--- config.mk ---
export PLATFORM = sky130hd
export DESIGN_NAME = pipe_hazard_unit_flat
export DESIGN_NICKNAME = d
export VERILOG_FILES = /design/src/rtl/pipe_pkg.sv /design/src/rtl/pipe_hazard_unit_if.sv /design/src/rtl/bht_2bit.sv /design/src/rtl/pipe_hazard_unit.sv /design/src/flat_wrapper.sv
export SDC_FILE = /design/constraint.sdc
export NUM_CORES = 1
export LEC_CHECK = 0
export BUFFER_PORTS_ARGS = -buffer_cell sky130_fd_sc_hd__buf_2
export CORE_UTILIZATION = 51
export CTS_CLUSTER_SIZE = 12
export DETAILED_ROUTE_END_ITERATION = 10
export PLACE_DENSITY = 0.88
export SYNTH_ARGS = -nofsm -noshare
export SYNTH_HDL_FRONTEND = slang
export SYNTH_SLANG_ARGS = --single-unit
--- constraint.sdc ---
create_clock -name clk -period 4.35 [get_ports clk]
set_input_delay 0.6525 -clock clk [delete_from_list [all_inputs] [get_ports clk]]
set_output_delay 0.6525 -clock clk [all_outputs]
set_load 0.01 [all_outputs]
--- src/rtl/pipe_pkg.sv ---
// Shared encodings for the pipeline hazard unit: forward selects, halt FSM
// states, the halt opcode and the branch-counter reset value.
package pipe_pkg;

  typedef enum logic [1:0] {
    FWD_RF    = 2'b00,
    FWD_EXMEM = 2'b01,
    FWD_MEMWB = 2'b10
  } fwd_sel_e;

  typedef enum logic [1:0] {
    ST_RUN    = 2'b00,
    ST_DRAIN  = 2'b01,
    ST_HALTED = 2'b10
  } halt_state_e;

  localparam logic [6:0] HALT_OPCODE = 7'b0000000;
  localparam logic [1:0] BHT_RESET   = 2'b01;

  // EX/MEM wins over MEM/WB because it holds the younger result.
  function automatic fwd_sel_e fwd_select(input logic       mem_we,
                                          input logic [4:0] mem_rd,
                                          input logic       wb_we,
                                          input logic [4:0] wb_rd,
                                          input logic [4:0] rs);
    if (mem_we && (mem_rd != 5'd0) && (mem_rd == rs)) return FWD_EXMEM;
    if (wb_we && (wb_rd != 5'd0) && (wb_rd == rs))    return FWD_MEMWB;
    return FWD_RF;
  endfunction

endpackage

--- src/rtl/pipe_hazard_unit_if.sv ---
// Bundle between the pipeline datapath (master) and the hazard unit (slave).
interface pipe_hazard_unit_if
  import pipe_pkg::*;
#(
  parameter int PC_W = 32
);
  logic            id_valid, id_halt;
  logic [4:0]      id_rs1, id_rs2;
  logic [4:0]      ex_rd, mem_rd, wb_rd;
  logic            ex_regwrite, mem_regwrite, wb_regwrite, ex_is_load;
  logic            ex_is_branch, ex_taken, ex_pred;
  logic [PC_W-1:0] ex_pc, ex_target, if_pc;
  fwd_sel_e        fwd_a, fwd_b;
  logic            stall, flush;
  logic            redirect_valid;
  logic [PC_W-1:0] redirect_pc;
  logic            predict_taken;
  logic            fetch_hold, halted;

  modport master (
    output id_valid, id_halt, id_rs1, id_rs2, ex_rd, mem_rd, wb_rd,
           ex_regwrite, mem_regwrite, wb_regwrite, ex_is_load,
           ex_is_branch, ex_taken, ex_pred, ex_pc, ex_target, if_pc,
    input  fwd_a, fwd_b, stall, flush, redirect_valid, redirect_pc,
           predict_taken, fetch_hold, halted
  );

  modport slave (
    input  id_valid, id_halt, id_rs1, id_rs2, ex_rd, mem_rd, wb_rd,
           ex_regwrite, mem_regwrite, wb_regwrite, ex_is_load,
           ex_is_branch, ex_taken, ex_pred, ex_pc, ex_target, if_pc,
    output fwd_a, fwd_b, stall, flush, redirect_valid, redirect_pc,
           predict_taken, fetch_hold, halted
  );
endinterface

--- src/rtl/bht_2bit.sv ---
// Table of 2-bit saturating branch counters; asynchronous read returns the
// value before any same-cycle update.
module bht_2bit
  import pipe_pkg::*;
#(
  parameter int BHT_DEPTH = 16
) (
  input  logic                         clk,
  input  logic                         rst,
  input  logic [$clog2(BHT_DEPTH)-1:0] i_rd_idx,
  output logic                         o_rd_taken,
  input  logic                         i_upd_en,
  input  logic [$clog2(BHT_DEPTH)-1:0] i_upd_idx,
  input  logic                         i_upd_taken
);

  logic [1:0] r_cnt [BHT_DEPTH];

  assign o_rd_taken = r_cnt[i_rd_idx][1];

  // NOTE: this table is small and must start weakly-not-taken, so it is a
  // reset flop array rather than a RAM; sequential state uses <= only.
  always_ff @(posedge clk or posedge rst) begin
    if (rst) begin
      for (int i = 0; i < BHT_DEPTH; i++) r_cnt[i] <= BHT_RESET;
    end else if (i_upd_en) begin
      if (i_upd_taken) begin
        if (r_cnt[i_upd_idx] != 2'b11) r_cnt[i_upd_idx] <= r_cnt[i_upd_idx] + 2'd1;
      end else if (r_cnt[i_upd_idx] != 2'b00) begin
        r_cnt[i_upd_idx] <= r_cnt[i_upd_idx] - 2'd1;
      end
    end
  end

endmodule

--- src/rtl/pipe_hazard_unit.sv ---
// In-order pipeline hazard unit: operand forwarding, load-use stall,
// mispredict flush/redirect, branch prediction and halt draining.
module pipe_hazard_unit
  import pipe_pkg::*;
#(
  parameter int XLEN      = 64,
  parameter int PC_W      = 32,
  parameter int BHT_DEPTH = 16,
  parameter int LOAD_LAT  = 1,
  parameter int DRAIN_CYC = 3
) (
  input  logic               clk,
  input  logic               rst,
  pipe_hazard_unit_if.slave  hz
);

  localparam int              IDX_W   = $clog2(BHT_DEPTH);
  localparam int              DRN_W   = (DRAIN_CYC > 1) ? $clog2(DRAIN_CYC) : 1;
  localparam logic [PC_W-1:0] PC_STEP = PC_W'(4);

  logic [2:0]       r_stall_cnt;
  halt_state_e      r_state;
  logic [DRN_W-1:0] r_drain_cnt;
  logic             r_halted;
  logic             w_hazard, w_flush, w_stall;
  logic [XLEN-1:0]  w_unused_xlen;
  logic             w_unused_if_pc;

  assign w_unused_xlen  = '0;
  assign w_unused_if_pc = ^{hz.if_pc[PC_W-1:IDX_W+2], hz.if_pc[1:0]};

  assign hz.fwd_a = fwd_select(hz.mem_regwrite, hz.mem_rd, hz.wb_regwrite, hz.wb_rd, hz.id_rs1);
  assign hz.fwd_b = fwd_select(hz.mem_regwrite, hz.mem_rd, hz.wb_regwrite, hz.wb_rd, hz.id_rs2);

  assign w_hazard = hz.id_valid && hz.ex_is_load && hz.ex_regwrite && (hz.ex_rd != 5'd0)
                    && ((hz.ex_rd == hz.id_rs1) || (hz.ex_rd == hz.id_rs2));
  assign w_flush  = hz.ex_is_branch && (hz.ex_taken != hz.ex_pred);
  // A mispredict squashes the stalled instruction, so flush masks stall.
  assign w_stall  = !w_flush && ((r_stall_cnt != 3'd0) || w_hazard);

  assign hz.stall          = w_stall;
  assign hz.flush          = w_flush;
  assign hz.redirect_valid = w_flush;
  assign hz.redirect_pc    = hz.ex_taken ? hz.ex_target : hz.ex_pc + PC_STEP;
  assign hz.halted         = r_halted;
  assign hz.fetch_hold     = w_stall || ((r_state != ST_RUN) && !((r_state == ST_DRAIN) && w_flush));

  // The hazard cycle itself is the first stall cycle; the counter covers the rest.
  always_ff @(posedge clk or posedge rst) begin
    if (rst) begin
      r_stall_cnt <= 3'd0;
    end else if (w_flush) begin
      r_stall_cnt <= 3'd0;
    end else if (r_stall_cnt != 3'd0) begin
      r_stall_cnt <= r_stall_cnt - 3'd1;
    end else if (w_hazard) begin
      r_stall_cnt <= 3'(LOAD_LAT - 1);
    end
  end

  always_ff @(posedge clk or posedge rst) begin
    if (rst) begin
      r_state     <= ST_RUN;
      r_drain_cnt <= '0;
      r_halted    <= 1'b0;
    end else begin
      case (r_state)
        ST_RUN: begin
          if (hz.id_valid && hz.id_halt && !w_stall && !w_flush) begin
            r_state     <= ST_DRAIN;
            r_drain_cnt <= DRN_W'(DRAIN_CYC - 1);
          end
        end
        ST_DRAIN: begin
          if (w_flush) begin
            r_state <= ST_RUN;
          end else if (r_drain_cnt == '0) begin
            r_state  <= ST_HALTED;
            r_halted <= 1'b1;
          end else begin
            r_drain_cnt <= r_drain_cnt - DRN_W'(1);
          end
        end
        ST_HALTED: r_halted <= 1'b1;
        default:   r_state  <= ST_RUN;
      endcase
    end
  end

  bht_2bit #(.BHT_DEPTH(BHT_DEPTH)) u_bht (
    .clk         (clk),
    .rst         (rst),
    .i_rd_idx    (hz.if_pc[IDX_W+1:2]),
    .o_rd_taken  (hz.predict_taken),
    .i_upd_en    (hz.ex_is_branch),
    .i_upd_idx   (hz.ex_pc[IDX_W+1:2]),
    .i_upd_taken (hz.ex_taken)
  );

endmodule

--- src/flat_wrapper.sv ---
// flat-port wrapper written by rule: the top's interface ports become plain ports
module pipe_hazard_unit_flat import pipe_pkg::*;
#(
  parameter int XLEN      = 64,
  parameter int PC_W      = 32,
  parameter int BHT_DEPTH = 16,
  parameter int LOAD_LAT  = 1,
  parameter int DRAIN_CYC = 3
)
  (clk, rst, hz_id_valid, hz_id_halt, hz_id_rs1, hz_id_rs2, hz_ex_rd, hz_mem_rd, hz_wb_rd, hz_ex_regwrite, hz_mem_regwrite, hz_wb_regwrite, hz_ex_is_load, hz_ex_is_branch, hz_ex_taken, hz_ex_pred, hz_ex_pc, hz_ex_target, hz_if_pc, hz_fwd_a, hz_fwd_b, hz_stall, hz_flush, hz_redirect_valid, hz_redirect_pc, hz_predict_taken, hz_fetch_hold, hz_halted);
  pipe_hazard_unit_if #(.PC_W(PC_W)) hz_i ();
  input  logic clk;
  input  logic rst;
  input wire logic [$bits(hz_i.id_valid)-1:0] hz_id_valid;
  input wire logic [$bits(hz_i.id_halt)-1:0] hz_id_halt;
  input wire logic [$bits(hz_i.id_rs1)-1:0] hz_id_rs1;
  input wire logic [$bits(hz_i.id_rs2)-1:0] hz_id_rs2;
  input wire logic [$bits(hz_i.ex_rd)-1:0] hz_ex_rd;
  input wire logic [$bits(hz_i.mem_rd)-1:0] hz_mem_rd;
  input wire logic [$bits(hz_i.wb_rd)-1:0] hz_wb_rd;
  input wire logic [$bits(hz_i.ex_regwrite)-1:0] hz_ex_regwrite;
  input wire logic [$bits(hz_i.mem_regwrite)-1:0] hz_mem_regwrite;
  input wire logic [$bits(hz_i.wb_regwrite)-1:0] hz_wb_regwrite;
  input wire logic [$bits(hz_i.ex_is_load)-1:0] hz_ex_is_load;
  input wire logic [$bits(hz_i.ex_is_branch)-1:0] hz_ex_is_branch;
  input wire logic [$bits(hz_i.ex_taken)-1:0] hz_ex_taken;
  input wire logic [$bits(hz_i.ex_pred)-1:0] hz_ex_pred;
  input wire logic [$bits(hz_i.ex_pc)-1:0] hz_ex_pc;
  input wire logic [$bits(hz_i.ex_target)-1:0] hz_ex_target;
  input wire logic [$bits(hz_i.if_pc)-1:0] hz_if_pc;
  output wire logic [$bits(hz_i.fwd_a)-1:0] hz_fwd_a;
  output wire logic [$bits(hz_i.fwd_b)-1:0] hz_fwd_b;
  output wire logic [$bits(hz_i.stall)-1:0] hz_stall;
  output wire logic [$bits(hz_i.flush)-1:0] hz_flush;
  output wire logic [$bits(hz_i.redirect_valid)-1:0] hz_redirect_valid;
  output wire logic [$bits(hz_i.redirect_pc)-1:0] hz_redirect_pc;
  output wire logic [$bits(hz_i.predict_taken)-1:0] hz_predict_taken;
  output wire logic [$bits(hz_i.fetch_hold)-1:0] hz_fetch_hold;
  output wire logic [$bits(hz_i.halted)-1:0] hz_halted;
  assign hz_i.id_valid = hz_id_valid;
  assign hz_i.id_halt = hz_id_halt;
  assign hz_i.id_rs1 = hz_id_rs1;
  assign hz_i.id_rs2 = hz_id_rs2;
  assign hz_i.ex_rd = hz_ex_rd;
  assign hz_i.mem_rd = hz_mem_rd;
  assign hz_i.wb_rd = hz_wb_rd;
  assign hz_i.ex_regwrite = hz_ex_regwrite;
  assign hz_i.mem_regwrite = hz_mem_regwrite;
  assign hz_i.wb_regwrite = hz_wb_regwrite;
  assign hz_i.ex_is_load = hz_ex_is_load;
  assign hz_i.ex_is_branch = hz_ex_is_branch;
  assign hz_i.ex_taken = hz_ex_taken;
  assign hz_i.ex_pred = hz_ex_pred;
  assign hz_i.ex_pc = hz_ex_pc;
  assign hz_i.ex_target = hz_ex_target;
  assign hz_i.if_pc = hz_if_pc;
  assign hz_fwd_a = hz_i.fwd_a;
  assign hz_fwd_b = hz_i.fwd_b;
  assign hz_stall = hz_i.stall;
  assign hz_flush = hz_i.flush;
  assign hz_redirect_valid = hz_i.redirect_valid;
  assign hz_redirect_pc = hz_i.redirect_pc;
  assign hz_predict_taken = hz_i.predict_taken;
  assign hz_fetch_hold = hz_i.fetch_hold;
  assign hz_halted = hz_i.halted;
  pipe_hazard_unit #(.XLEN(XLEN), .PC_W(PC_W), .BHT_DEPTH(BHT_DEPTH), .LOAD_LAT(LOAD_LAT), .DRAIN_CYC(DRAIN_CYC)) u_core (.clk(clk), .rst(rst), .hz(hz_i));
endmodule
==> qor.txt <==
clock latency on the worst-skew pair: 300 ps
dpl cell area: 4310 µm²
final period demand of the worst path: 3420 ps
PD cells: 390 nW/µm²
initial antenna violation count: 0
clock tree root driver cell: clkbuf_8
DR WL/cell: 15.5 µm
GRT Total Usage: 25.9%
source of the critical timing path: hz_ex_pc[3]
CP Launch Type: input port
Mapped Area: 3540 µm²
Synth Flop Type: dfrtp_1
area of the core: 6760 µm²
Final Hold Viols: 0
Final Util: 65.2%
total number of vias: 3,398
worst-path fanout max: 16
PortBufs: 145
Crit path top cell by count: mux2_2
Synth Net Count: 525
post-synthesis sequential area ratio: 28.8%
Synth area leaders: dfrtp_1, dfstp_2, mux2_2, mux4_2, xnor2_1
CTS tree: built
ys async rst share: 100%
largest net degree at the start of global routing: 41
full die area: 7290 µm²
# setup viols final: 0
clk slew on worst S/H paths: 80 ps
Slew headroom: 56.4%
critical path buffer and inverter count: 2
Fin Setup TNS: 0 ps
crit-path cells: buf_2 > mux2_2 > o21ai_0 > mux4_2 > inv_1 > ha_1 > mux2i_1 > and3_1 > nand3_1 > mux2_2
max capacitance violation total: 0
Yosys warning total: 0
Worst Hold Class: input port to async pin
synthesized flop and latch total: 40
Power, Total: 0.00172 W
DRC Markers: 0
# nets final: 666
leading area contributor after synthesis: dfrtp_1
status: completed
gr ovfl total: 0
unrepaired setup endpoints after global routing: no
setup repair bufs after CTS: 0
CTS max path bufs: 2
Setup Slack @ Placement: 711 ps
die width: 85.4 µm
sequential share of power: 40.5%
Die H: 85.4 µm
Setup crit end kind: register
Via density: 5.62
power share of the clock group: 14.7%
share of the synthesized area in the top cell type: 16.9%
CTS Sinks: 40
Slew Viols, Final: 0
Critical Path RT: 4540 ps
Initial Util: 52.4%
Peak Freq: 292 MHz
Psw: 0.000609 W
Crit Path Class: input port to register
Synth-to-Final Area Change: 24.3%
Final Cycle Share: 78.6%
Slowest-stage cell, CP: o21ai_0
H-tree depth: 2
critical path data arrival time: 3610 ps
Clock Skews: 9.89 ps
Resize count post-CTS: 0
CTS Buf Count: 5
combinational share of power: 44.8%
final antenna-violating net count: 0
leakage: 2.03 nW
Int Power: 0.00111 W
worst vdd ir: 0.000346 V
Placer Congestion: 0.957
Detailed Place HPWL: 7260 µm
hold buffers post-CTS: 0
Detailed Route Iter0 Violations: 162
final instance area: 4400 µm²
Slowest Stage Delay on Critical Path: 520 ps
WL final: 9350 µm
first-pass GRT wire length: 15,000 µm
FP Rows: 30
syn avg cell area: 9.25 µm²
Worst Max-Slew Pin Slew: 646 ps
io pins: 174
share of cells above drive strength 1: 44.2%
Fillers: 561
Net Sw Frac: 35.4%
cell family with most CP delay: multiplexers
vias in the first global route: 3,396
Cell variety after synth: 43
Post-synth EDFFs: 0
DR pass1 iterations: 4
antenna diode instance count: 0
worst setup margin: 931 ps
Cells after Synth: 383
-- worst reg2reg max path, delay by kind of cell, from the launching register on --
family | cells | cell delay (ps)
buffers and inverters | 1 | 50
DFF | 1 | 370
and+or+nand+nor | 2 | 520
AOI/OAI and AO/OA | 1 | 520
adders and majority gates | 1 | 180
muxes | 4 | 1200
-- through the flow --
stage | std cells | hold WS (ps)
after global routing | 605 | 498
after floorplan | 383 | 456
final | 605 | 461
after detailed placement | 597 | 452
after CTS | 605 | 469
after global placement | 597 | 444
-- layer usage --
layer	part of all wire (%)	GRT usage, %
met3	7.6	5.84
met5	0	0
met1	38	28.7
met2	53	48.1
met4	2.2	9.70
-- final timing paths --
path | endpoint | slack (ps) | depth (start not counted)
min in group clk | u_core.hz.halted$_DFFE_PP0P_ | 460 | 1
max reg2reg | u_core.u_bht.r_cnt[3]$_DFFE_PP0P_ | 1410 | 9
max | u_core.u_bht.r_cnt[3]$_DFFE_PP0P_ | 930 | 10
max in group asynchronous | async pin | 3520 | 3
min | u_core.u_bht.r_cnt[15]$_DFFE_PP0P_ | 460 | 3
min reg2reg | u_core.hz.halted$_DFFE_PP0P_ | 460 | 1
-- synth_stat cells, types with 2 or more instances --
master    number
nor2b_1        2
nand2_1       64
mux2_2        35
o21ai_0       32
nor4_4         2
nand3_1       21
xor2_1        30
buf_1          3
a21o_1         2
nand4_1        3
and3_1         6
ha_1          10
clkbuf_1       6
inv_1         17
or4_1          4
nor2_1        15
clkbuf_8       2
nor4_1         5
and3_2         2
dfrtp_1       24
dfstp_2       16
a21oi_1        4
buf_4          2
nor3_1         5
nor3_2         2
nand4_4        3
a21boi_0       2
mux2i_1        4
xnor2_1       30
mux4_2        12
o21ai_1        6
-- power by group through the flow --
| stage | registers [W] | logic [W] | clock network [W] |
|---|---|---|---|
| 3_5_place_dp | 0.000694 | 0.000758 | 0 |
| 4_1_cts | 0.000692 | 0.000771 | 0.000260 |
| 5_1_grt | 0.000710 | 0.000844 | 0.000275 |
| 3_3_place_gp | 0.000674 | 0.000717 | 0 |
| 6_report | 0.000696 | 0.000770 | 0.000252 |
| 2_1_floorplan | 0.000656 | 0.000539 | 0 |
-- layout by cell type, fill, tap and decap left out, types with 15 or more instances in the layout --
| cell | Yosys | layout |
|---|---|---|
| buf_2 | 1 | 145 |
| nand2_1 | 64 | 64 |
| mux2_2 | 35 | 35 |
| o21ai_0 | 32 | 32 |
| xnor2_1 | 30 | 30 |
| xor2_1 | 30 | 30 |
| dfrtp_1 | 24 | 24 |
| nand3_1 | 21 | 21 |
| inv_1 | 17 | 17 |
| dfstp_2 | 16 | 16 |
| nor2_1 | 15 | 15 |
-- cell type report --
type | instances | area [µm²] | area share, %
Multi-Input combinational cell | 311 | 2370 | 53.9
Sequential cell | 40 | 1020 | 23.2
Timing Repair Buffer | 148 | 748 | 17.0
Tap cell | 80 | 100 | 2.27
Clock buffer | 6 | 82.6 | 1.88
Inverter | 18 | 67.6 | 1.53
Clock inverter | 2 | 10.0 | 0.227
-- cell families after synthesis --
logic type / count (synthesis) / synth area share [%]
muxes: 51 / 19.9
and+or+nand+nor: 139 / 20.8
adders and majority gates: 10 / 3.53
DFF: 40 / 28.8
xor gates and xnor gates: 60 / 14.8
buffers and inverters: 32 / 4.20
AOI/OAI and AO/OA: 51 / 7.91
No activity file was read; power rests on OpenSTA's default activity.
